==> src/rtl/sparse_intersect_unit.sv <==
// sparse_intersect_unit: fibertree-level coordinate joiner (intersect/union).
// Define INTERSECT_PERF_CNT_EN to add the 64-bit cycle_count output.
module sparse_intersect_fifo #(
  parameter int W     = 17,
  parameter int DEPTH = 2
) (
  input  logic         clk,
  input  logic         rst_n,
  input  logic         clk_en,
  input  logic         flush,
  input  logic         push,
  input  logic [W-1:0] wdata,
  input  logic         pop,
  output logic [W-1:0] rdata,
  output logic         full,
  output logic         empty
);
  localparam int AW = (DEPTH > 1) ? $clog2(DEPTH) : 1;
  localparam int CW = $clog2(DEPTH + 1);

  logic [W-1:0]  mem [DEPTH];
  logic [AW-1:0] wr_ptr;
  logic [AW-1:0] rd_ptr;
  logic [CW-1:0] count;
  logic          do_push;
  logic          do_pop;

  assign full    = (count == CW'(DEPTH));
  assign empty   = (count == '0);
  assign do_push = clk_en & push & ~full;
  assign do_pop  = clk_en & pop & ~empty;
  assign rdata   = empty ? '0 : mem[rd_ptr];

  function automatic logic [AW-1:0] nxt(input logic [AW-1:0] p);
    return (p == AW'(DEPTH - 1)) ? '0 : p + 1'b1;
  endfunction

  // storage, pointers and occupancy
  always_ff @(posedge clk or negedge rst_n) begin
    if (!rst_n) begin
      wr_ptr <= '0;
      rd_ptr <= '0;
      count  <= '0;
      for (int i = 0; i < DEPTH; i++) mem[i] <= '0;
    end else if (flush) begin
      wr_ptr <= '0;
      rd_ptr <= '0;
      count  <= '0;
      for (int i = 0; i < DEPTH; i++) mem[i] <= '0;
    end else begin
      if (do_push) begin
        mem[wr_ptr] <= wdata;
        wr_ptr      <= nxt(wr_ptr);
      end
      if (do_pop) rd_ptr <= nxt(rd_ptr);
      if (do_push && !do_pop) count <= count + 1'b1;
      else if (!do_push && do_pop) count <= count - 1'b1;
    end
  end
endmodule

module sparse_intersect_unit #(
  parameter int DATA_W     = 17,
  parameter int FIFO_DEPTH = 2
) (
`ifdef INTERSECT_PERF_CNT_EN
  output logic [63:0]       cycle_count,
`endif
  input  logic              clk,
  input  logic              rst_n,
  input  logic              clk_en,
  input  logic              flush,
  input  logic              tile_en,
  input  logic              joiner_op,
  input  logic              vector_reduce_mode,
  input  logic [DATA_W-1:0] coord_in_0,
  input  logic              coord_in_0_valid,
  output logic              coord_in_0_ready,
  input  logic [DATA_W-1:0] coord_in_1,
  input  logic              coord_in_1_valid,
  output logic              coord_in_1_ready,
  input  logic [DATA_W-1:0] pos_in_0,
  input  logic              pos_in_0_valid,
  output logic              pos_in_0_ready,
  input  logic [DATA_W-1:0] pos_in_1,
  input  logic              pos_in_1_valid,
  output logic              pos_in_1_ready,
  output logic [DATA_W-1:0] coord_out,
  output logic              coord_out_valid,
  input  logic              coord_out_ready,
  output logic [DATA_W-1:0] pos_out_0,
  output logic              pos_out_0_valid,
  input  logic              pos_out_0_ready,
  output logic [DATA_W-1:0] pos_out_1,
  output logic              pos_out_1_valid,
  input  logic              pos_out_1_ready
);
  localparam logic [DATA_W-1:0] TK_DONE  = DATA_W'(17'h10100);
  localparam logic [DATA_W-1:0] TK_EMPTY = DATA_W'(17'h10200);
  localparam int F = DATA_W - 1;

  typedef enum logic [1:0] {
    S_IDLE = 2'd0,
    S_RUN  = 2'd1,
    S_DONE = 2'd2
  } state_t;

  state_t state;
  logic   live;

  logic [3:0]        in_valid;
  logic [3:0]        in_ready;
  logic [3:0]        in_push;
  logic [3:0]        in_pop;
  logic [3:0]        in_full;
  logic [3:0]        in_empty;
  logic [DATA_W-1:0] in_wdata [4];
  logic [DATA_W-1:0] in_rdata [4];

  logic [2:0]        out_valid;
  logic [2:0]        out_ready;
  logic [2:0]        out_pop;
  logic [2:0]        out_full;
  logic [2:0]        out_empty;
  logic [DATA_W-1:0] out_wdata [3];
  logic [DATA_W-1:0] out_rdata [3];

  logic accept;
  logic go;
  logic rdy0, rdy1;
  logic dat0, dat1, dn0, dn1, st0, st1;
  logic eq, lt;
  logic emit, pop0, pop1, done_go;
  logic [DATA_W-1:0] c0, p0, c1, p1;
  logic [DATA_W-1:0] e_c, e_p0, e_p1;

  assign in_valid = {pos_in_1_valid, coord_in_1_valid,
                     pos_in_0_valid, coord_in_0_valid};
  assign in_wdata[0] = coord_in_0;
  assign in_wdata[1] = pos_in_0;
  assign in_wdata[2] = coord_in_1;
  assign in_wdata[3] = pos_in_1;

  assign accept   = tile_en & live & (state != S_DONE);
  assign in_ready = ~in_full & {4{accept}};
  assign in_push  = in_valid & in_ready;
  assign in_pop   = {pop1, pop1, pop0, pop0};

  assign coord_in_0_ready = in_ready[0];
  assign pos_in_0_ready   = in_ready[1];
  assign coord_in_1_ready = in_ready[2];
  assign pos_in_1_ready   = in_ready[3];

  assign out_ready = {pos_out_1_ready, pos_out_0_ready, coord_out_ready};
  assign out_valid = ~out_empty & {3{tile_en}};
  assign out_pop   = out_valid & out_ready;
  assign out_wdata[0] = e_c;
  assign out_wdata[1] = e_p0;
  assign out_wdata[2] = e_p1;

  assign coord_out       = out_rdata[0];
  assign pos_out_0       = out_rdata[1];
  assign pos_out_1       = out_rdata[2];
  assign coord_out_valid = out_valid[0];
  assign pos_out_0_valid = out_valid[1];
  assign pos_out_1_valid = out_valid[2];

  for (genvar g = 0; g < 4; g++) begin : g_in
    sparse_intersect_fifo #(.W(DATA_W), .DEPTH(FIFO_DEPTH)) u_fifo (
      .clk    (clk),
      .rst_n  (rst_n),
      .clk_en (clk_en),
      .flush  (flush),
      .push   (in_push[g]),
      .wdata  (in_wdata[g]),
      .pop    (in_pop[g]),
      .rdata  (in_rdata[g]),
      .full   (in_full[g]),
      .empty  (in_empty[g])
    );
  end

  for (genvar g = 0; g < 3; g++) begin : g_out
    sparse_intersect_fifo #(.W(DATA_W), .DEPTH(FIFO_DEPTH)) u_fifo (
      .clk    (clk),
      .rst_n  (rst_n),
      .clk_en (clk_en),
      .flush  (flush),
      .push   (emit),
      .wdata  (out_wdata[g]),
      .pop    (out_pop[g]),
      .rdata  (out_rdata[g]),
      .full   (out_full[g]),
      .empty  (out_empty[g])
    );
  end

  assign c0 = in_rdata[0];
  assign p0 = in_rdata[1];
  assign c1 = in_rdata[2];
  assign p1 = in_rdata[3];

  assign rdy0 = ~in_empty[0] & ~in_empty[1];
  assign rdy1 = ~in_empty[2] & ~in_empty[3];
  assign dat0 = ~c0[F];
  assign dat1 = ~c1[F];
  assign dn0  = (c0 == TK_DONE);
  assign dn1  = (c1 == TK_DONE);
  assign st0  = ~dat0 & ~dn0;
  assign st1  = ~dat1 & ~dn1;
  assign eq   = (c0[F-1:0] == c1[F-1:0]);
  assign lt   = (c0[F-1:0] <  c1[F-1:0]);
  assign go   = clk_en & ~(|out_full) & (state != S_DONE);

  // join decision: which operands pop and what is emitted
  always_comb begin
    emit    = 1'b0;
    pop0    = 1'b0;
    pop1    = 1'b0;
    done_go = 1'b0;
    e_c     = '0;
    e_p0    = '0;
    e_p1    = '0;
    if (go) begin
      if (vector_reduce_mode) begin
        if (rdy0 && rdy1 && dn0 && dn1) begin
          emit = 1'b1; pop0 = 1'b1; pop1 = 1'b1; done_go = 1'b1;
          e_c = TK_DONE; e_p0 = TK_DONE; e_p1 = TK_DONE;
        end else begin
          if (rdy0 && !dn0) begin
            emit = 1'b1; pop0 = 1'b1;
            e_c = c0; e_p0 = p0; e_p1 = p0;
          end
          if (rdy1 && !dn1) pop1 = 1'b1;
        end
      end else if (rdy0 && rdy1) begin
        unique case (1'b1)
          dat0 && dat1: begin
            if (eq) begin
              emit = 1'b1; pop0 = 1'b1; pop1 = 1'b1;
              e_c = c0; e_p0 = p0; e_p1 = p1;
            end else if (lt) begin
              pop0 = 1'b1; emit = joiner_op;
              e_c = c0; e_p0 = p0; e_p1 = TK_EMPTY;
            end else begin
              pop1 = 1'b1; emit = joiner_op;
              e_c = c1; e_p0 = TK_EMPTY; e_p1 = p1;
            end
          end
          dat0 && !dat1: begin
            pop0 = 1'b1; emit = joiner_op;
            e_c = c0; e_p0 = p0; e_p1 = TK_EMPTY;
          end
          !dat0 && dat1: begin
            pop1 = 1'b1; emit = joiner_op;
            e_c = c1; e_p0 = TK_EMPTY; e_p1 = p1;
          end
          dn0 && dn1: begin
            emit = 1'b1; pop0 = 1'b1; pop1 = 1'b1; done_go = 1'b1;
            e_c = TK_DONE; e_p0 = TK_DONE; e_p1 = TK_DONE;
          end
          dn0 && st1: pop1 = 1'b1;
          st0 && dn1: pop0 = 1'b1;
          default: begin
            emit = 1'b1; pop0 = 1'b1; pop1 = 1'b1;
            e_c = c0; e_p0 = c0; e_p1 = c0;
          end
        endcase
      end
    end
  end

  // control FSM; live holds readies low for the cycle after reset/flush
  always_ff @(posedge clk or negedge rst_n) begin
    if (!rst_n) begin
      state <= S_IDLE;
      live  <= 1'b0;
    end else if (flush) begin
      state <= S_IDLE;
      live  <= 1'b0;
    end else if (clk_en) begin
      live <= 1'b1;
      if (done_go) state <= S_DONE;
      else if (state == S_IDLE && (pop0 || pop1)) state <= S_RUN;
    end
  end

`ifdef INTERSECT_PERF_CNT_EN
  logic cnt_started;
  logic cnt_stopped;

  // cycles from first input activity until DONE leaves on pos_out_0
  always_ff @(posedge clk or negedge rst_n) begin
    if (!rst_n) begin
      cycle_count <= '0;
      cnt_started <= 1'b0;
      cnt_stopped <= 1'b0;
    end else if (flush) begin
      cycle_count <= '0;
      cnt_started <= 1'b0;
      cnt_stopped <= 1'b0;
    end else if (clk_en) begin
      if (!cnt_stopped && (cnt_started || (|in_valid))) begin
        cycle_count <= cycle_count + 64'd1;
        cnt_started <= 1'b1;
      end
      if (out_pop[1] && out_rdata[1] == TK_DONE) cnt_stopped <= 1'b1;
    end
  end
`endif
endmodule

==> config.mk <==
export PLATFORM = sky130hd
export DESIGN_NAME = sparse_intersect_unit
export DESIGN_NICKNAME = d
export VERILOG_FILES = /design/src/rtl/sparse_intersect_unit.sv
export SDC_FILE = /design/constraint.sdc
export NUM_CORES = 1
export LEC_CHECK = 0
export CORE_MARGIN = 2
export CORE_UTILIZATION = 45
export CTS_CLUSTER_SIZE = 14
export DETAILED_ROUTE_END_ITERATION = 10
export PLACE_DENSITY = 0.72
export SLEW_MARGIN = 20
export SYNTH_ARGS = -nofsm -noshare
export SYNTH_HDL_FRONTEND = slang
export SYNTH_SLANG_ARGS = --single-unit
==> constraint.sdc <==
create_clock -name clk -period 4.4 [get_ports clk]
set_input_delay 1.32 -clock clk [delete_from_list [all_inputs] [get_ports clk]]
set_output_delay 1.32 -clock clk [all_outputs]
set_load 0.02 [all_outputs]
# ---- Yosys cells after proc, flatten, opt, wreduce, memory -nomap -nowiden
# Cells that the tools add are included.
dict set report op_classes {
  eq_ne 11
  n_addsub 28
  reduce_logical 87
  n_lt_le_gt_ge 22
  n_mux 180
  bitwise 71
}
# cell count
set op_table {}
lappend op_table {{17-bit 2-to-1 mux} 54}
lappend op_table {{34-bit 2-to-1 mux} 14}
lappend op_table {{34-bit bitwise mux} 7}
lappend op_table {{17-bit one-hot mux with 5 select lines} 2}
lappend op_table {{17-bit demux with 1-bit select} 7}
lappend op_table {{17-bit one-hot mux with 4 select lines} 1}
lappend op_table {{1-bit 2-to-1 mux} 67}
lappend op_table {{2-bit 2-to-1 mux} 25}
lappend op_table {{17-bit == test, second input constant} 2}
lappend op_table {{1-bit logical AND} 33}
lappend op_table {{1-bit AND} 32}
lappend op_table {{2-bit nonzero test} 15}
lappend op_table {{2-bit >= comparator, second input constant} 14}
lappend op_table {{1-bit NOT with 2-bit output} 14}
lappend op_table {{3-bit nonzero test} 8}
lappend op_table {{1-bit NOT} 19}
lappend op_table {{16-bit == test} 1}
lappend op_table {{1-bit zero test} 16}
lappend op_table {{2-bit zero test} 8}
lappend op_table {{16-bit less-than comparator} 1}
lappend op_table {{1-bit adder, second input constant} 14}
lappend op_table {{2-bit by 1-bit adder with 2-bit output, second input constant} 7}
lappend op_table {{2-bit == test, second input constant} 7}
lappend op_table {{2-bit by 1-bit less-than comparator with 1-bit output, second input constant} 7}
lappend op_table {{other kinds (12)} 24}
dict set report totals {
  ff_bits 269
  inputBits 82
  out_inout_bits 58
  elab_cells 436
}

# ---- Logic depth before layout (Yosys ltp)
# Gate-level depths: netlist of the first run.
dict set report depth {
  depth_word 21
  depth_mapped 17
  ltp_nobuf 12
}

# ---- Modules after synthesis
# From an unflattened synthesis of the first run, not the netlist that was laid out.
dict set report hier_totals {
  hier_cells 1389
  area_unflattened_um2 14523.9
}
# module area_each_um2 seq_area_each_um2 n_inst cells_each
set by_module_without_submodules {}
lappend by_module_without_submodules {sparse_intersect_fifo 1767.9 950.9 7 146}
lappend by_module_without_submodules {sparse_intersect_unit 2148.3 75.1 1 367}

# ---- Worst setup path after synthesis of the first run
# OpenSTA, ideal clock, no wires.
dict set report synth_path {
  path_kind {register to register}
  start {reg g_in[0].u_fifo.count[1]}
  end {reg g_out[2].u_fifo.mem[24] in the netlist's numbering}
  arrival_time_ns 3.692
  setup_slack_ns 0.583
  setup_time_ns 0.125
  path_stages_with_launch 15
  n_path_buf 3
  required_time_ns 4.275
  synth_period_minus_slack_ns 3.817
  cell_sequence {dfrtp_1 nor2_2 buf_4 clkbuf_1 nor2_1 ha_1 nand4_1 nor4_1 o21ai_0 o21ai_0 nand2b_1 o221ai_4 a211oi_4 buf_4 mux2_2}
}
dict set report synth_between {
  elab_chain_len 14
  elab_cells_between_ends 44
  classes_between {order compare: 1; eq/ne: 2; mux: 19; bitwise: 7; reduce/logical: 15}
}
# element line_no
set synth_lines {}
lappend synth_lines {{start, declared} 24} ;# logic [CW-1:0] count;
lappend synth_lines {{start signal, assigned} 56} ;# if (do_push && !do_pop) count <= count + 1'b1;
lappend synth_lines {{start signal, assigned} 57} ;# else if (!do_push && do_pop) count <= count - 1'b1;
lappend synth_lines {{2-bit zero test (*)} 29} ;# assign empty = (count == '0);
lappend synth_lines {{branches (longest 13 deep; another with 16-bit less-than comparator)} n/a}
lappend synth_lines {{end signal, assigned by index} 52} ;# mem[wr_ptr] <= wdata;
lappend synth_lines {{end, declared} 21} ;# logic [W-1:0] mem [DEPTH];
# Mark *: on every way between the ends. The select of a mux whose other input is x is not followed.
# A chain may end at the register's enable or synchronous reset.

# ---- Worst setup path in the final report of the first run
dict set report layout_path {
  start {in tile_en}
  end {out pos_out_0_valid}
}
dict set report layout_between {
  elab_chain_len 1
}
# element line_no
set layout_lines {}
lappend layout_lines {{start, declared} 73} ;# input logic tile_en,
lappend layout_lines {{3-bit AND} 155} ;# assign out_valid = ~out_empty & {3{tile_en}};
lappend layout_lines {{end, declared} 92} ;# output logic pos_out_0_valid,
# Every way passes these cells.

==> impl_results.md, run 1 <==
- TritonRoute pass-1 iters: 5
- WS Path Type: input pin to output port
- Final HPWL DP: 30.79 mm
- Combinational power share: 0.066
- Initial antenna violation count: 0
- Crit share post-route: 0.9527
- Switching Power: 1.204 mW
- CP max FO: 6
- Fin crit period: 4.192 ns
- Reg2Reg Launch Point: g_in[0].u_fifo.rd_ptr$_DFFE_PN0P_
- Final Setup Violations: 0
- Detailed Route Iter0 Violations: 1160
- Core area: 0.03345 mm^2
- Top_reg_cell synth: dfrtp_1
- DIE HEIGHT: 188.2 um
- Worst hold path depth: 2
- PD cells: 279.6 mW/mm^2
- Worst-Margin Slew: 1.045 ns
- Global-route wire length before repair: 69.77 mm
- Total of warnings raised by yosys: 0
- P_int: 3.914 mW
- Sw frac: 0.2352
- CTS tree: built
- Share of layout cells above drive strength 1: 0.1350
- H-tree levels: 1
- Mapped Area: 0.01528 mm^2
- Clock skew: 0.008732 ns
- Yosys cell types: 72
- Crit path launch type: input pin
- Die width: 188.2 um
- Yosys top cell area share: 0.4407
- I/O Buffers: 139
- Hold EP: state[1]$_DFFE_PN0P_
- Post-synth top area cell: dfrtp_1
- Clock-pin slew on the worst setup and hold paths: 0.06 ns
- Via density: 5.976
- N_diodes: 0
- Crit path required time: 3.08 ns
- Number of synthesized flops with an enable pin: 0
- Routed WL per cell: 20.79 um
- Unrepaired setup endpoints after global routing: false
- CP Launch Point: tile_en
- Hold Crit Start: state[1]$_DFFE_PN0P_
- Async set-reset flop share out of synthesis: 1.000
- Sequential area share after synthesis: 0.4407
- CTS Buf Count: 28
- Clock Latency Late Sink: 0.55 ns
- Status: finished, final reports clean
- Row count: 67
- Detail Route Antenna Nets: 0
- Io pins: 140
- TNS Setup: 0 ns
- Fmax: 238.5 MHz
- Tot GR Track Use: 0.2450
- Fin. max-slew vios: 0
- Power, Total: 5.118 mW
- Worst VDD drop: 0.2605 mV
- Area delta synth->final: 19.83%
- Routed vias: 12.46k
- Setup crit end kind: output port
- Final Util: 0.5473
- Overall routed net length: 43.36 mm
- Clk buf depth: 3
- # hold bufs at CTS: 0
- Largest net degree at the start of global routing: 101
- Initial Util: 0.4567
- GPL Wtd Cong: 0.9397
- Vias in the first global route: 12.42k
- FF-to-FF path depth: 14
- Syn Area/Cell: 10.22 um^2
- # DRC: 0
- Hold WC Path Type: register to register
- Count leader, synth: dfrtp_1
- Final hold vios: 0
- Clk pwr share: 0.446
- Cells after Synth: 1495
- Max Cap Viol: 0
- Nets: 1720
- Crit Reg-Reg Endpoint: g_out[1].u_fifo.mem[33]$_DFFE_PN0P_
- Global route overflow: 0
- Worst relative slew slack: 0.3034
- Clock root buffer: clkbuf_16
- Number of synthesized register bits: 269
- Leak pwr: 7.258 nW
- Synth area leaders: dfrtp_1 44%, mux2i_1 11%, a22o_1 7.8%
- Post-synth top cells: 269 x dfrtp_1, 163 x mux2i_1, 147 x nor2_1
- Arrival time worst endpoint: 2.87 ns
- Postcts setup bufs: 0
- FF-to-FF setup slack: 0.49 ns
- Mapped Nets: 1596
- Clock sink total: 269
- Die footprint: 0.03544 mm^2
- Part of the power in registers: 0.488
-- layout by cell type, fill, tap and decap left out, types with 4 or more instances in the layout --
cell,netlist,layout
clkbuf_16,0,28
nor2_1,147,146
nand2_1,81,81
inv_1,26,26
xnor2_1,13,13
mux2_1,15,15
o2111ai_1,16,16
buf_12,0,10
nand4_1,19,19
buf_4,9,66
mux2_2,57,57
and3_1,12,12
a22o_1,136,136
mux2i_1,163,163
nor4_1,8,7
a21boi_1,5,4
clkdlybuf4s50_1,0,133
and2_1,5,5
ha_1,19,19
clkbuf_1,88,7
a31oi_1,34,34
o21ai_0,33,33
nor2b_1,76,76
nand3_1,31,31
a21bo_2,14,14
nor2_2,4,4
nor3_1,14,12
a211oi_1,20,19
a211o_1,4,4
or3_1,4,4
a21boi_0,12,12
clkbuf_8,0,8
a21oi_1,47,47
dfrtp_1,269,269
o211ai_1,33,33
-- worst max-delay path, stage by stage --
cell and delay [ns]:
clkdlybuf4s50_1 0.63, buf_4 0.19, nor2b_1 0.13, clkdlybuf4s50_1 0.60
-- metal layers --
layer	up-vias	share of wire	GRT usage	wire length, um
met5	-	0	0	0
met4	0	0.031	0.07692	1358
met3	75	0.065	0.02924	2825
met2	436	0.44	0.3657	18890
met1	6207	0.47	0.3709	20280
li1	5743	-	-	-
-- stage by stage --
| step | worst slack, ns | area (um^2) | instances | hold WS [ns] |
|---|---|---|---|---|
| after floorplan | 0.5831 | 15280 | 1495 | 0.4583 |
| after global placement | -0.02092 | 17410 | 2037 | 0.4713 |
| after detailed placement | -0.02961 | 17420 | 2037 | 0.4833 |
| after CTS | 0.01186 | 18290 | 2085 | 0.4970 |
| after global routing | 0.1521 | 18310 | 2085 | 0.5191 |
| final | 0.2080 | 18310 | 2085 | 0.4961 |
-- power groups by stage --
stage               Sequential, mW  Combinational [mW]  Clock (mW)
finish                        2.50               0.339        2.28
global route                  2.50               0.368        2.43
CTS                           2.50               0.340        2.32
detailed placement            2.54               0.340           0
global placement              2.54               0.334           0
floorplan                     2.54               0.127           0
-- sequential cells by signal, summed over array words and instances, names as in the netlist, 2 cells and up --
| name | count |
|---|---|
| g_in.u_fifo.count | 8 |
| g_out.u_fifo.count | 6 |
| g_in.u_fifo.mem | 136 |
| g_out.u_fifo.mem | 102 |
| g_in.u_fifo.wr_ptr | 4 |
| g_out.u_fifo.wr_ptr | 3 |
| state | 2 |
| g_out.u_fifo.rd_ptr | 3 |
| g_in.u_fifo.rd_ptr | 4 |
-- final cells by class --
cell class                      count  area, um^2
Sequential cell                   269        6731
Timing Repair Buffer              214        2081
Multi-Input combinational cell   1080        7954
Clock inverter                      5       43.79
Clock buffer                       43       837.1
Fill cell                        2906       15140
Tap cell                          448       560.5
Inverter                           26       97.59
-- worst max path at each step --
stage,slack [ns],end,cells after the start
floorplan,0.58,g_out[2].u_fifo.mem[24]$_DFFE_PN0P_,14
global placement,-0.02,coord_in_1_ready,4
detailed placement,-0.03,coord_in_1_ready,4
CTS,0.01,pos_in_0_ready,4
global route,0.15,coord_out_valid,4
finish,0.21,pos_out_0_valid,4
-- repair_timing --
| item | 4_1_cts | 5_1_grt |
|---|---|---|
| setup endpoints to repair | 3 | 20 |
| resized for setup | 3 | 2 |
| pin swaps | 0 | 0 |
-- kinds of logic after synthesis --
family	share of synthesized area
adder cells (fa/ha/maj)	0.01556
buffers and inverters	0.04226
XOR/XNOR	0.007454
AO/OA/AOI/OAI	0.1992
multiplexers	0.1599
AND/OR/NAND/NOR	0.1350
flip-flops	0.4407
Note: power is estimated with default switching activity, not from simulation.
==> run 2, diff against run 1 <==
CAP_MARGIN = 15   (was unset)
==> results of run 2 <==
Final layout, timing and power as in run 1 (identical DEF).
